<file path="src/rtl/jk_bank_sequencer_if.sv">
// ---------------------------------------------------------------------------
// jk_bank_sequencer_if
// Command channel of the JK bank sequencer: one command at a time over a
// valid/ready handshake.
//   Cmd_Valid  master -> slave  command present
//   Cmd_Ready  slave  -> master controller can accept a command
//   Cmd_Op     master -> slave  3-bit opcode
//   Cmd_Data   master -> slave  load value / toggle mask (WIDTH bits)
//   Cmd_Count  master -> slave  number of count steps (CNT_W bits)
// ---------------------------------------------------------------------------
interface jk_bank_sequencer_if #(
    parameter int WIDTH = 4,
    parameter int CNT_W = 8
) ();
    logic             Cmd_Valid;
    logic             Cmd_Ready;
    logic [2:0]       Cmd_Op;
    logic [WIDTH-1:0] Cmd_Data;
    logic [CNT_W-1:0] Cmd_Count;

    modport master (
        output Cmd_Valid,
        output Cmd_Op,
        output Cmd_Data,
        output Cmd_Count,
        input  Cmd_Ready
    );

    modport slave (
        input  Cmd_Valid,
        input  Cmd_Op,
        input  Cmd_Data,
        input  Cmd_Count,
        output Cmd_Ready
    );
endinterface

</file>
<file path="src/rtl/jk_bank_sequencer.sv">
// ---------------------------------------------------------------------------
// jk_bank_sequencer
// Command-driven controller for an external bank of WIDTH negedge-clocked JK
// flip-flops. J/K are registered on posedge Clk; the bank updates on the
// following negedge, so Q_fb is settled by the next posedge and a count step
// takes one cycle.
//
// Ports:
//   Clk        system clock, all state updates on posedge
//   Reset      synchronous active-high reset (aborts the command in flight)
//   cmd        command channel (slave modport of jk_bank_sequencer_if)
//   Q_fb       Q outputs of the JK bank
//   J, K       registered drive vectors to the bank
//   Busy       high in EXEC and DONE
//   Done       one-cycle pulse on command completion
//   Wrap       one-cycle pulse on counter wrap (saturation flag when enabled)
//   Err        one-cycle pulse on illegal opcode
//
// Optional feature macro: JKC_SATURATE_EN
//   defined   - a count step that would wrap is suppressed and ends the command
//   undefined - modulo 2^WIDTH counting, Wrap pulses on every wrap
// ---------------------------------------------------------------------------
module jk_bank_sequencer #(
    parameter int WIDTH = 4,
    parameter int CNT_W = 8
) (
    input  logic               Clk,
    input  logic               Reset,
    jk_bank_sequencer_if.slave cmd,
    input  logic [WIDTH-1:0]   Q_fb,
    output logic [WIDTH-1:0]   J,
    output logic [WIDTH-1:0]   K,
    output logic               Busy,
    output logic               Done,
    output logic               Wrap,
    output logic               Err
);

    localparam logic [2:0] OP_HOLD   = 3'b000;
    localparam logic [2:0] OP_CLEAR  = 3'b001;
    localparam logic [2:0] OP_LOAD   = 3'b010;
    localparam logic [2:0] OP_TOGGLE = 3'b011;
    localparam logic [2:0] OP_UP     = 3'b100;
    localparam logic [2:0] OP_DOWN   = 3'b101;

    typedef enum logic [1:0] {
        ST_IDLE = 2'b00,
        ST_EXEC = 2'b01,
        ST_DONE = 2'b10
    } state_t;

    state_t           state_r;
    logic             dir_r;      // 1 = counting down
    logic [CNT_W-1:0] cnt_r;      // steps still to issue after the current one
    logic [WIDTH-1:0] j_r;
    logic [WIDTH-1:0] k_r;
    logic             ready_r;
    logic             busy_r;
    logic             done_r;
    logic             wrap_r;
    logic             err_r;

    logic             step_down_s;
    logic [WIDTH-1:0] step_vec_s;  // bits that toggle for one count step
    logic             step_wrap_s; // this step crosses the all-ones/all-zeros boundary
    logic [WIDTH-1:0] step_jk_s;   // drive actually issued for the step
    logic             step_stop_s; // step suppressed, command ends

    // Count-step vector: bit i toggles when all lower bits are 1 (up) or 0 (down).
    always_comb begin : step_logic
        logic ones_v;
        logic zeros_v;
        ones_v     = 1'b1;
        zeros_v    = 1'b1;
        step_vec_s = {WIDTH{1'b0}};
        // On the accept edge the direction comes straight from the opcode.
        if (state_r == ST_IDLE) begin
            step_down_s = cmd.Cmd_Op[0];
        end else begin
            step_down_s = dir_r;
        end
        for (int i = 0; i < WIDTH; i++) begin
            if (step_down_s) begin
                step_vec_s[i] = zeros_v;
            end else begin
                step_vec_s[i] = ones_v;
            end
            ones_v  = ones_v & Q_fb[i];
            zeros_v = zeros_v & ~Q_fb[i];
        end
        if (step_down_s) begin
            step_wrap_s = zeros_v;
        end else begin
            step_wrap_s = ones_v;
        end
`ifdef JKC_SATURATE_EN
        if (step_wrap_s) begin
            step_jk_s   = {WIDTH{1'b0}};
            step_stop_s = 1'b1;
        end else begin
            step_jk_s   = step_vec_s;
            step_stop_s = 1'b0;
        end
`else
        step_jk_s   = step_vec_s;
        step_stop_s = 1'b0;
`endif
    end

    // Command FSM with registered drive vectors and status pulses.
    always_ff @(posedge Clk) begin
        if (Reset) begin
            state_r <= ST_IDLE;
            dir_r   <= 1'b0;
            cnt_r   <= {CNT_W{1'b0}};
            j_r     <= {WIDTH{1'b0}};
            k_r     <= {WIDTH{1'b0}};
            ready_r <= 1'b1;
            busy_r  <= 1'b0;
            done_r  <= 1'b0;
            wrap_r  <= 1'b0;
            err_r   <= 1'b0;
        end else begin
            case (state_r)
                ST_IDLE: begin
                    j_r    <= {WIDTH{1'b0}};
                    k_r    <= {WIDTH{1'b0}};
                    done_r <= 1'b0;
                    wrap_r <= 1'b0;
                    err_r  <= 1'b0;
                    cnt_r  <= {CNT_W{1'b0}};
                    if (cmd.Cmd_Valid) begin
                        // The first drive is issued on the accept edge itself.
                        state_r <= ST_EXEC;
                        dir_r   <= cmd.Cmd_Op[0];
                        ready_r <= 1'b0;
                        busy_r  <= 1'b1;
                        case (cmd.Cmd_Op)
                            OP_HOLD: begin
                                j_r <= {WIDTH{1'b0}};
                                k_r <= {WIDTH{1'b0}};
                            end
                            OP_CLEAR: begin
                                j_r <= {WIDTH{1'b0}};
                                k_r <= {WIDTH{1'b1}};
                            end
                            OP_LOAD: begin
                                j_r <= cmd.Cmd_Data;
                                k_r <= ~cmd.Cmd_Data;
                            end
                            OP_TOGGLE: begin
                                j_r <= cmd.Cmd_Data;
                                k_r <= cmd.Cmd_Data;
                            end
                            OP_UP, OP_DOWN: begin
                                if (cmd.Cmd_Count != {CNT_W{1'b0}}) begin
                                    j_r    <= step_jk_s;
                                    k_r    <= step_jk_s;
                                    wrap_r <= step_wrap_s;
                                    if (step_stop_s) begin
                                        cnt_r <= {CNT_W{1'b0}};
                                    end else begin
                                        cnt_r <= cmd.Cmd_Count - {{(CNT_W-1){1'b0}}, 1'b1};
                                    end
                                end else begin
                                    j_r <= {WIDTH{1'b0}};
                                    k_r <= {WIDTH{1'b0}};
                                end
                            end
                            default: begin
                                // Illegal opcodes behave as HOLD and flag Err.
                                j_r   <= {WIDTH{1'b0}};
                                k_r   <= {WIDTH{1'b0}};
                                err_r <= 1'b1;
                            end
                        endcase
                    end else begin
                        state_r <= ST_IDLE;
                    end
                end
                ST_EXEC: begin
                    err_r <= 1'b0;
                    if (cnt_r == {CNT_W{1'b0}}) begin
                        state_r <= ST_DONE;
                        j_r     <= {WIDTH{1'b0}};
                        k_r     <= {WIDTH{1'b0}};
                        done_r  <= 1'b1;
                        wrap_r  <= 1'b0;
                    end else begin
                        j_r    <= step_jk_s;
                        k_r    <= step_jk_s;
                        wrap_r <= step_wrap_s;
                        if (step_stop_s) begin
                            cnt_r <= {CNT_W{1'b0}};
                        end else begin
                            cnt_r <= cnt_r - {{(CNT_W-1){1'b0}}, 1'b1};
                        end
                    end
                end
                ST_DONE: begin
                    state_r <= ST_IDLE;
                    done_r  <= 1'b0;
                    busy_r  <= 1'b0;
                    ready_r <= 1'b1;
                end
                default: begin
                    state_r <= ST_IDLE;
                    j_r     <= {WIDTH{1'b0}};
                    k_r     <= {WIDTH{1'b0}};
                    ready_r <= 1'b1;
                    busy_r  <= 1'b0;
                    done_r  <= 1'b0;
                    wrap_r  <= 1'b0;
                    err_r   <= 1'b0;
                end
            endcase
        end
    end

    assign cmd.Cmd_Ready = ready_r;
    assign J             = j_r;
    assign K             = k_r;
    assign Busy          = busy_r;
    assign Done          = done_r;
    assign Wrap          = wrap_r;
    assign Err           = err_r;

endmodule

</file>
<file path="src/flat_wrapper.sv">
// flat-port wrapper written by rule: the top's interface ports become plain ports
module jk_bank_sequencer_flat 
#(
    parameter int WIDTH = 4,
    parameter int CNT_W = 8
)
  (Clk, Reset, Q_fb, J, K, Busy, Done, Wrap, Err, cmd_Cmd_Valid, cmd_Cmd_Op, cmd_Cmd_Data, cmd_Cmd_Count, cmd_Cmd_Ready);
  jk_bank_sequencer_if #(.WIDTH(WIDTH), .CNT_W(CNT_W)) cmd_i ();
  input  logic Clk;
  input  logic Reset;
  input  logic [WIDTH-1:0] Q_fb;
  output logic [WIDTH-1:0] J;
  output logic [WIDTH-1:0] K;
  output logic Busy;
  output logic Done;
  output logic Wrap;
  output logic Err;
  input wire logic [$bits(cmd_i.Cmd_Valid)-1:0] cmd_Cmd_Valid;
  input wire logic [$bits(cmd_i.Cmd_Op)-1:0] cmd_Cmd_Op;
  input wire logic [$bits(cmd_i.Cmd_Data)-1:0] cmd_Cmd_Data;
  input wire logic [$bits(cmd_i.Cmd_Count)-1:0] cmd_Cmd_Count;
  output wire logic [$bits(cmd_i.Cmd_Ready)-1:0] cmd_Cmd_Ready;
  assign cmd_i.Cmd_Valid = cmd_Cmd_Valid;
  assign cmd_i.Cmd_Op = cmd_Cmd_Op;
  assign cmd_i.Cmd_Data = cmd_Cmd_Data;
  assign cmd_i.Cmd_Count = cmd_Cmd_Count;
  assign cmd_Cmd_Ready = cmd_i.Cmd_Ready;
  jk_bank_sequencer #(.WIDTH(WIDTH), .CNT_W(CNT_W)) u_core (.Clk(Clk), .Reset(Reset), .cmd(cmd_i), .Q_fb(Q_fb), .J(J), .K(K), .Busy(Busy), .Done(Done), .Wrap(Wrap), .Err(Err));
endmodule
</file>
<file path="config.mk">
export PLATFORM = sky130hd
export DESIGN_NAME = jk_bank_sequencer_flat
export DESIGN_NICKNAME = d
export VERILOG_FILES = /design/src/rtl/jk_bank_sequencer_if.sv /design/src/rtl/jk_bank_sequencer.sv /design/src/flat_wrapper.sv
export SDC_FILE = /design/constraint.sdc
export NUM_CORES = 1
export LEC_CHECK = 0
export CAP_MARGIN = 0
export CORE_ASPECT_RATIO = 0.7
export CORE_UTILIZATION = 54
export DETAILED_ROUTE_END_ITERATION = 12
export PLACE_DENSITY = 0.85
export SLEW_MARGIN = 10
export SYNTH_ARGS = -nofsm -noshare
export SYNTH_HDL_FRONTEND = slang
export SYNTH_SLANG_ARGS = --single-unit
</file>
<file path="constraint.sdc">
create_clock -name Clk -period 3.6 [get_ports Clk]
set_clock_uncertainty 0.05 [all_clocks]
set_input_delay 0.54 -clock Clk [delete_from_list [all_inputs] [get_ports Clk]]
set_output_delay 0.54 -clock Clk [all_outputs]
set_load 0.02 [all_outputs]
</file>
[After elaboration in Yosys (flattened, before gate mapping)]
Cells that the tools add are included.
Word-level totals
  register bits: 24
  input port bits: 22
Cells by class
  eq/ne operators: 10
  bitwise operators: 12
  add/sub/neg operators: 2
  muxes and demuxes: 33
  reductions and logical operators: 12
Operators with widths (number)
  8-bit 2-to-1 mux: 4
  4-bit case mux with 3 select lines: 2
  4-bit 2-to-1 mux: 4
  4-bit case mux with 4 select lines: 1
  8-bit case mux with 2 select lines: 1
  8-bit by 1-bit subtractor with 8-bit output (second input constant): 2
  1-bit 2-to-1 mux: 14
  8-bit zero test: 1
  4-bit case mux with 2 select lines: 1
  8-bit nonzero test: 1
  1-bit bitwise AND: 6
  3-bit by 2-bit == test with 1-bit output (second input constant): 2
  3-bit == test (second input constant): 2
  1-bit case mux with 2 select lines: 3
  2-bit AND reduction: 3
  2-bit OR reduction: 3
  6-bit OR reduction: 1
  1-bit inverter: 5
  2-bit inequality test (second input constant): 2
  4-bit inverter: 1
  2-bit case mux with 2 select lines: 1
  3-bit by 1-bit == test with 1-bit output (second input constant): 1
  3-bit zero test: 1
  1-bit case mux with 3 select lines: 1
  6 further kinds: 6

[Depth between registers and ports, before layout]
Gate-level depths: netlist (run 1).
  depth after elaboration: 9
  gate-level depth with buffers: 6
  gate-level depth less buffers: 6

[Least setup slack after synthesis (run 1)]
Ideal clock, no wire load.
  path kind: input port to flip-flop
  start: input cmd_Cmd_Count[0]
  end: register u_core.cnt_r[1]
  path buffers: 0
  arrival: 1733 ps
  stages: 6
  setup slack: 1686 ps
  path through: inv_1 > ha_1 > nor4b_1 > a211oi_2 > a221oi_2 > nor3_2
On the way
  cells in the longest elaborated chain, start to end: 5
  elaborated cells on any way between the ends: 6
  classes of those cells: add/sub: 1; mux: 4; reduce/logical: 1
RTL lines
  start, declared: RTL line flat_wrapper.sv:21  | input wire logic [$bits(cmd_i.Cmd_Count)-1:0] cmd_Cmd_Count;
  8-bit by 1-bit subtractor with 8-bit output / 8-bit nonzero test (equally long branches): RTL line jk_bank_sequencer.sv:163, jk_bank_sequencer.sv:156
  8-bit 2-to-1 mux (*): RTL line jk_bank_sequencer.sv:156  | if (cmd.Cmd_Count != {CNT_W{1'b0}}) begin
  8-bit 2-to-1 mux (*): RTL line jk_bank_sequencer.sv:138  | case (cmd.Cmd_Op)
  8-bit 2-to-1 mux (*): RTL line jk_bank_sequencer.sv:132  | if (cmd.Cmd_Valid) begin
  8-bit case mux with 2 select lines (*): RTL line jk_bank_sequencer.sv:124  | case (state_r)
  end signal, assigned: RTL line jk_bank_sequencer.sv:131  | cnt_r <= {CNT_W{1'b0}};
  end signal, assigned: RTL line jk_bank_sequencer.sv:161  | cnt_r <= {CNT_W{1'b0}};
  end signal, assigned: RTL line jk_bank_sequencer.sv:163  | cnt_r <= cmd.Cmd_Count - {{(CNT_W-1){1'b0}}, 1'b1};
  end, declared: RTL line jk_bank_sequencer.sv:54  | logic [CNT_W-1:0] cnt_r;
Mark *: on every way between the ends. The rest lies on a longest branch, timed or not.
A chain may end at the register's enable or synchronous reset.

[Worst setup path in the final report (run 1)]
  start: input cmd_Cmd_Count[0]
  end: register u_core.cnt_r[2]
The elaborated chain is that of the path after synthesis.

==> impl_results.md, run 1 <==
* Largest net degree at the start of global routing at 19
* Area leader, netlist: dfxtp_1
* Worst slew pin tran at 0.626 ns
* Critical Path AT at 2.44 ns
* MaxCap Viol Count at 0
* Post_cts resized at 0
* Root buf cell: clkbuf_8
* Hold-fix buffers, CTS at 0
* Die footprint at 0.00311 mm^2
* WP depth at 7
* Worst setup startpoint: cmd_Cmd_Count[0]
* Reg2reg start: u_core.state_r[1]$_SDFFE_PP0P_
* Mapped Area at 0.00156 mm^2
* DRC violations left at 0
* Fmax at 428 MHz
* Hold Slack at 0.414 ns
* Worst Path Class, Setup: input pin to flop
* Initial DRC Count at 117
* Worst hold path type: flop to flop
* Startpoint types: input pin
* Main synth FF type: dfxtp_1
* Vias/cell at 6.19
* Crit path capture: u_core.cnt_r[2]$_SDFFE_PP0P_
* Netlist cell types at 56
* Share of post-route cells with drive strength above 1 at 0.125
* Dpl cell area at 0.00192 mm^2
* ANT nets after route at 0
* Pre-antenna DRT Iters at 5
* Reg-to-Reg End: u_core.cnt_r[6]$_SDFFE_PP0P_
* Commonest cells after routing, fill and taps aside: 34 x clkdlybuf4s50_1, 24 x dfxtp_1, 15 x nor2_1
* Slowest CP cell: nor4b_1
* Initial antenna violation count at 0
* EDFF count, synth at 0
* Syn_nets at 201
* LEAKAGE at 0.740 nW
* Synth Warn # at 0
* Routability cong. at 0.879
* P&R area growth vs syn at 26.5%
* CP bufs+invs at 2
* Critical path capture point type: flop
* Total gr overflow at 0
* Seq cells post-synth at 24
* Clk pin slew, worst setup/hold paths at 0.09 ns
* RSZ-0062 raised after global routing: false
* Core Box Area at 0.00259 mm^2
* Post CTS Setup Buffer Count at 0
* Initial Util at 0.602
* H-tree level count at 1
* Most common cell after layout, fill and taps aside: clkdlybuf4s50_1
* Critical path's top delay family: compound AO/OA/AOI/OAI gates
* Maximum vdd drop at 458 uV
* Clock Latency Late Sink at 0.27 ns
* Clock buffer depth at 2
* Crit path cell chain: clkdlybuf4s50_1 -> inv_1 -> ha_1 -> nor4b_1 -> a211oi_2 -> a221oi_1 -> nor3_1
* Per-cell routed wire length at 16.4 um
* Reg2reg setup slack at 1.54 ns
* Sink Count at 24
* Num ports at 35
* Pwr/cell area at 679 mW/mm^2
* # diodes at 0
* Mean Syn Cell Area at 8.87 um^2
* CP Data Required Time at 3.71 ns
* Dominant cells by area after synthesis: dfxtp_1 31%, nor2_1 3.6%, o21ai_0 3.5%
* Final TNS setup at 0 ns
* Status: finished clean
* DR vias at 1497
* Slew margin rel. at 0.582
* Final Max Slew Viols at 0
* Final worst-path cycle share at 0.648
* Final Hold Viols at 0
* CTS tree: built
* Cts bufs inserted at 3
* Yosys top cell area share at 0.308
* Post-DP HPWL at 2.96 mm
* Syn Inst Count at 176
* Worst Reg-to-Reg Cells at 4
* First-pass GRT wire length at 6.29 mm
* CP max stage delay at 0.47 ns
* Total GRT Usage at 0.273
* Vias in the first global route at 1371
* Ys async rst share at 0
* Die Span Y at 47.0 um
* # setup viols final at 0
* Min cycle time layout at 2.33 ns
* Die width at 66.2 um
* Rows at 15
* Design Area, Final at 0.00197 mm^2
* PortBufs at 34
* Crit path max fanout at 6
* Layout Nets at 234
* Register area share after synthesis at 0.308
* Detailed Route WL at 3.98 mm
==> per-stage QoR <==
stage / utilization / power (mW) / cells / setup slack [ns]
finish: 0.762 / 1.34 / 242 / 1.27
global route: 0.762 / 1.42 / 242 / 1.05
CTS: 0.762 / 1.33 / 242 / 1.28
detailed placement: 0.741 / 1.14 / 238 / 0.980
global placement: 0.741 / 1.12 / 238 / 1.09
floorplan: - / 0.957 / 176 / 1.69
==> power breakdown <==
group	switching, mW	leakage, nW	internal [mW]	total [mW]
Sequential	0.122	0.196	0.334	0.456
Clock	0.0905	0.0288	0.0978	0.188
Combinational	0.370	0.514	0.325	0.695
Total	0.583	0.740	0.757	1.34
==> per-layer routing <==
metal / up-vias / global-route usage / routed length, um / share of wire
met3: 4 / 0.0752 / 304 / 0.076
met5: - / 0 / 0 / 0
li1: 729 / - / - / -
met1: 700 / 0.376 / 1950 / 0.49
met4: 0 / 0.0468 / 25 / 0.0063
met2: 64 / 0.441 / 1700 / 0.43
==> kinds of logic after synthesis <==
| kind of cell | count (synthesis) | synth area share |
|---|---|---|
| simple gates | 68 | 0.281 |
| mux | 3 | 0.0192 |
| buf+inv | 15 | 0.0401 |
| xor+xnor | 7 | 0.0393 |
| flops | 24 | 0.308 |
| compound gates | 56 | 0.289 |
| fa+ha+maj | 3 | 0.0241 |
==> worst reg2reg max path, cell delays in order (launching register included) <==
cell and delay, ns:
dfxtp_1 0.73, nor2b_1 0.25, a211oi_2 0.43, o21ai_0 0.22, a311oi_1 0.30
==> worst min-delay path by stage <==
stage | from | endpoint | slack, ns | cells after the start
finish | u_core.Wrap$_SDFFE_PP0P_ | u_core.Wrap$_SDFFE_PP0P_ | 0.41 | 2
global route | u_core.Wrap$_SDFFE_PP0P_ | u_core.Wrap$_SDFFE_PP0P_ | 0.44 | 2
CTS | u_core.Wrap$_SDFFE_PP0P_ | u_core.Wrap$_SDFFE_PP0P_ | 0.42 | 2
detailed placement | u_core.Wrap$_SDFFE_PP0P_ | u_core.Wrap$_SDFFE_PP0P_ | 0.41 | 2
global placement | u_core.Err$_SDFFE_PP0P_ | u_core.Err$_SDFFE_PP0P_ | 0.38 | 2
floorplan | u_core.dir_r$_SDFFE_PP0P_ | u_core.dir_r$_SDFFE_PP0P_ | 0.41 | 2
==> cells in the mapped netlist (all sizes together) (3+ instances only) <==
master	count
nand3	3
nand2	14
dfxtp	24
inv	8
buf	4
clkbuf	3
a211oi	6
o21ai	14
a21oi	6
nand2b	5
xor2	3
a2bb2oi	3
nor2	15
ha	3
xnor2	4
nor3	10
mux2i	3
a22oi	8
o21a	3
nor2b	4
==> area by class of cell <==
type / count / area [um^2]
tap: 34 / 42.5
timing repair buffer: 35 / 348
multi-input combinational: 137 / 1020
sequential: 24 / 480
clock buffer: 4 / 55.1
inverter: 8 / 30.0
fill: 184 / 617
==> registers in the layout (all words and copies together) (netlist names) <==
register	cells
u_core.cnt_r	8
u_core.J	4
u_core.K	4
u_core.state_r	2
u_core.Busy	1
u_core.Done	1
u_core.Err	1
u_core.Wrap	1
u_core.cmd.Cmd_Ready	1
u_core.dir_r	1
Note: power is estimated with default switching activity, not from simulation.
==> run 2: changes to the inputs <==
--- a/config.mk
+++ b/config.mk
@@ -7,9 +7,9 @@
 export LEC_CHECK = 0
 export CAP_MARGIN = 0
 export CORE_ASPECT_RATIO = 0.7
-export CORE_UTILIZATION = 54
+export CORE_UTILIZATION = 50
 export DETAILED_ROUTE_END_ITERATION = 12
-export PLACE_DENSITY = 0.85
+export PLACE_DENSITY = 0.79
 export SLEW_MARGIN = 10
 export SYNTH_ARGS = -nofsm -noshare
 export SYNTH_HDL_FRONTEND = slang
==> constraint.sdc (replaced) <==
create_clock -name Clk -period 2.4 [get_ports Clk]
set_clock_uncertainty 0.05 [all_clocks]
set_input_delay 0.36 -clock Clk [delete_from_list [all_inputs] [get_ports Clk]]
set_output_delay 0.36 -clock Clk [all_outputs]
set_load 0.02 [all_outputs]
==> impl_results.md, run 2 (same netlist as run 1, synthesis figures left out) <==
* Clock Latency Late Sink at 0.27 ns (about the same)
* Per-cell routed wire length at 16.6 um (+0.99%)
* Initial Util at 0.541 (-0.0612)
* Reg2reg start: u_core.cnt_r[0]$_SDFFE_PP0P_
* Routability cong. at 0.906 (+3.1%)
* Final Hold Viols at 0 (unchanged)
* Detailed Route WL at 4.15 mm (+4.3%)
* # setup viols final at 0 (unchanged)
* Vias/cell at 6.14 (-0.81%)
* Min cycle time layout at 2.02 ns
* Slew margin rel. at 0.586 (+0.00436)
* Final TNS setup at 0 ns (unchanged)
* MaxCap Viol Count at 0 (unchanged)
* Initial antenna violation count at 0 (unchanged)
* Crit path cell chain: clkdlybuf4s50_1 -> inv_1 -> ha_1 -> nor4b_1 -> buf_4 -> a211oi_2 -> buf_4 -> a221oi_1 -> nor3_1
* RSZ-0062 raised after global routing: false
* DRC violations left at 0 (unchanged)
* Status: finished clean
* Rows at 16 (+1)
* Final Max Slew Viols at 0 (unchanged)
* GRT busiest layer: met1
* Max FFs per register at 8 (unchanged)
* Startpoint types: input pin
* Hold Slack at 0.412 ns (-0.00179 ns)
* Reg2reg setup slack at 0.42 ns (-1.12 ns)
* Post-DP HPWL at 2.98 mm (+0.80%)
* Commonest cells after routing, fill and taps aside: 34 x clkdlybuf4s50_1, 24 x dfxtp_1, 15 x nor2_1
* Pre-antenna DRT Iters at 4 (-1)
* Most common cell on crit path: buf_4
* Hold path cells at 2 (unchanged)
* DR vias at 1534 (+2.5%)
* Root buf cell: clkbuf_8
* Largest net degree at the start of global routing at 18 (-1)
* Core Util, Final at 0.701 (-0.0609)
* Reg-to-Reg End: u_core.cnt_r[6]$_SDFFE_PP0P_
* Met3 usage in global routing at 0.0660 (-0.00920)
* Most common cell after layout, fill and taps aside: clkdlybuf4s50_1
* Clock buffer depth at 2 (unchanged)
* Dpl cell area at 0.00197 mm^2 (+2.5%)
* Post_cts resized at 0 (unchanged)
* Biggest register: u_core.cnt_r
* CTS tree: built
* Critical path capture point type: flop
* Critical Path AT at 2.13 ns (-0.31 ns)
* Worst slew pin tran at 0.617 ns (-0.00905 ns)
* Maximum vdd drop at 598 uV (+30%)
* Share of post-route cells with drive strength above 1 at 0.150 (+0.0245)
* H-tree level count at 1 (unchanged)
* First-pass GRT wire length at 6.74 mm (+7.1%)
* Fmax at 496 MHz
* Total GRT Usage at 0.274 (+0.00146)
* Initial DRC Count at 149 (+27%)
* GR Util met1 at 0.419 (+0.0431)
* Crit path max fanout at 5 (-1)
* Vias in the first global route at 1388 (+1.2%)
* Clk pin slew, worst setup/hold paths at 0.09 ns (about the same)
* CP max stage delay at 0.45 ns (-0.02 ns)
* CP Data Required Time at 2.51 ns (-1.20 ns)
* Layout Nets at 240 (+2.6%)
* Hold EP: u_core.Wrap$_SDFFE_PP0P_
* Die Span Y at 48.7 um (+3.8%)
* PortBufs at 34 (unchanged)
* Die footprint at 0.00335 mm^2 (+7.7%)
* Worst hold path type: flop to flop
* Post CTS Setup Buffer Count at 0 (unchanged)
* # diodes at 0 (unchanged)
* Final worst-path cycle share at 0.840
* Hold-fix buffers, CTS at 0 (unchanged)
* Sink Count at 24 (unchanged)
* Num ports at 35 (unchanged)
* Die width at 68.8 um (+3.8%)
* Cts bufs inserted at 3 (unchanged)
* Worst Reg-to-Reg Cells at 7 (+3)
* Design Area, Final at 0.00202 mm^2 (+2.4%)
* Total gr overflow at 0 (unchanged)
* P&R area growth vs syn at 29.5%
* Met2 GRT Util at 0.377 (-0.0634)
* LEAKAGE at 0.770 nW (+4.1%)
* ANT nets after route at 0 (unchanged)
* Pwr/cell area at 1020 mW/mm^2 (+50%)
* Slowest CP cell: clkdlybuf4s50_1
* Core Box Area at 0.00288 mm^2 (+11%)
* Worst Path Class, Setup: input pin to flop
* Min-delay src: u_core.Wrap$_SDFFE_PP0P_
[run 2: worst max-delay path by stage]
stage / startpoint / end / slack, ns / depth (start not counted)
finish: cmd_Cmd_Count[0] / u_core.cnt_r[2]$_SDFFE_PP0P_ / 0.38 / 9
floorplan: cmd_Cmd_Count[0] / u_core.cnt_r[1]$_SDFFE_PP0P_ / 0.67 / 6
global placement: cmd_Cmd_Count[0] / u_core.cnt_r[2]$_SDFFE_PP0P_ / 0.17 / 9
detailed placement: cmd_Cmd_Count[0] / u_core.cnt_r[6]$_SDFFE_PP0P_ / 0.12 / 7
CTS: cmd_Cmd_Count[0] / u_core.cnt_r[2]$_SDFFE_PP0P_ / 0.40 / 9
global route: u_core.cnt_r[0]$_SDFFE_PP0P_ / u_core.cnt_r[4]$_SDFFE_PP0P_ / 0.22 / 7
[run 2: metrics by stage]
stage	power [mW]	instances	setup WS, ns
after global placement	1.72	246	0.175
after detailed placement	1.76	246	0.122
after global routing	2.20	250	0.223
final	2.06	250	0.384
after CTS	2.05	250	0.398
after floorplan	1.44	176	0.666
[run 2: routing by layer]
metal,routed length (um),part of all wire,up-vias
li1,-,-,733
met5,0,0,-
met3,393,0.095,6
met1,1970,0.47,714
met2,1730,0.42,81
met4,55,0.013,0
[run 2: cell type report]
cell class | count | area, um^2
tap | 36 | 45.0
inverter | 8 | 30.0
clock buffer | 4 | 55.1
timing repair buffer | 41 | 393
multi-input combinational | 137 | 1020
fill | 214 | 862
sequential | 24 | 480
[run 2: power by group]
group | total [mW] | internal [mW] | switching (mW)
Combinational | 1.10 | 0.523 | 0.581
Clock | 0.282 | 0.147 | 0.135
Sequential | 0.678 | 0.501 | 0.176
[run 2: critical path: cells and delay by family]
kind,cells,cell delay (ns)
AO/OA/AOI/OAI,2,0.33
adder cells (fa/ha/maj),1,0.18
AND/OR/NAND/NOR,2,0.33
buffers and inverters,4,0.93
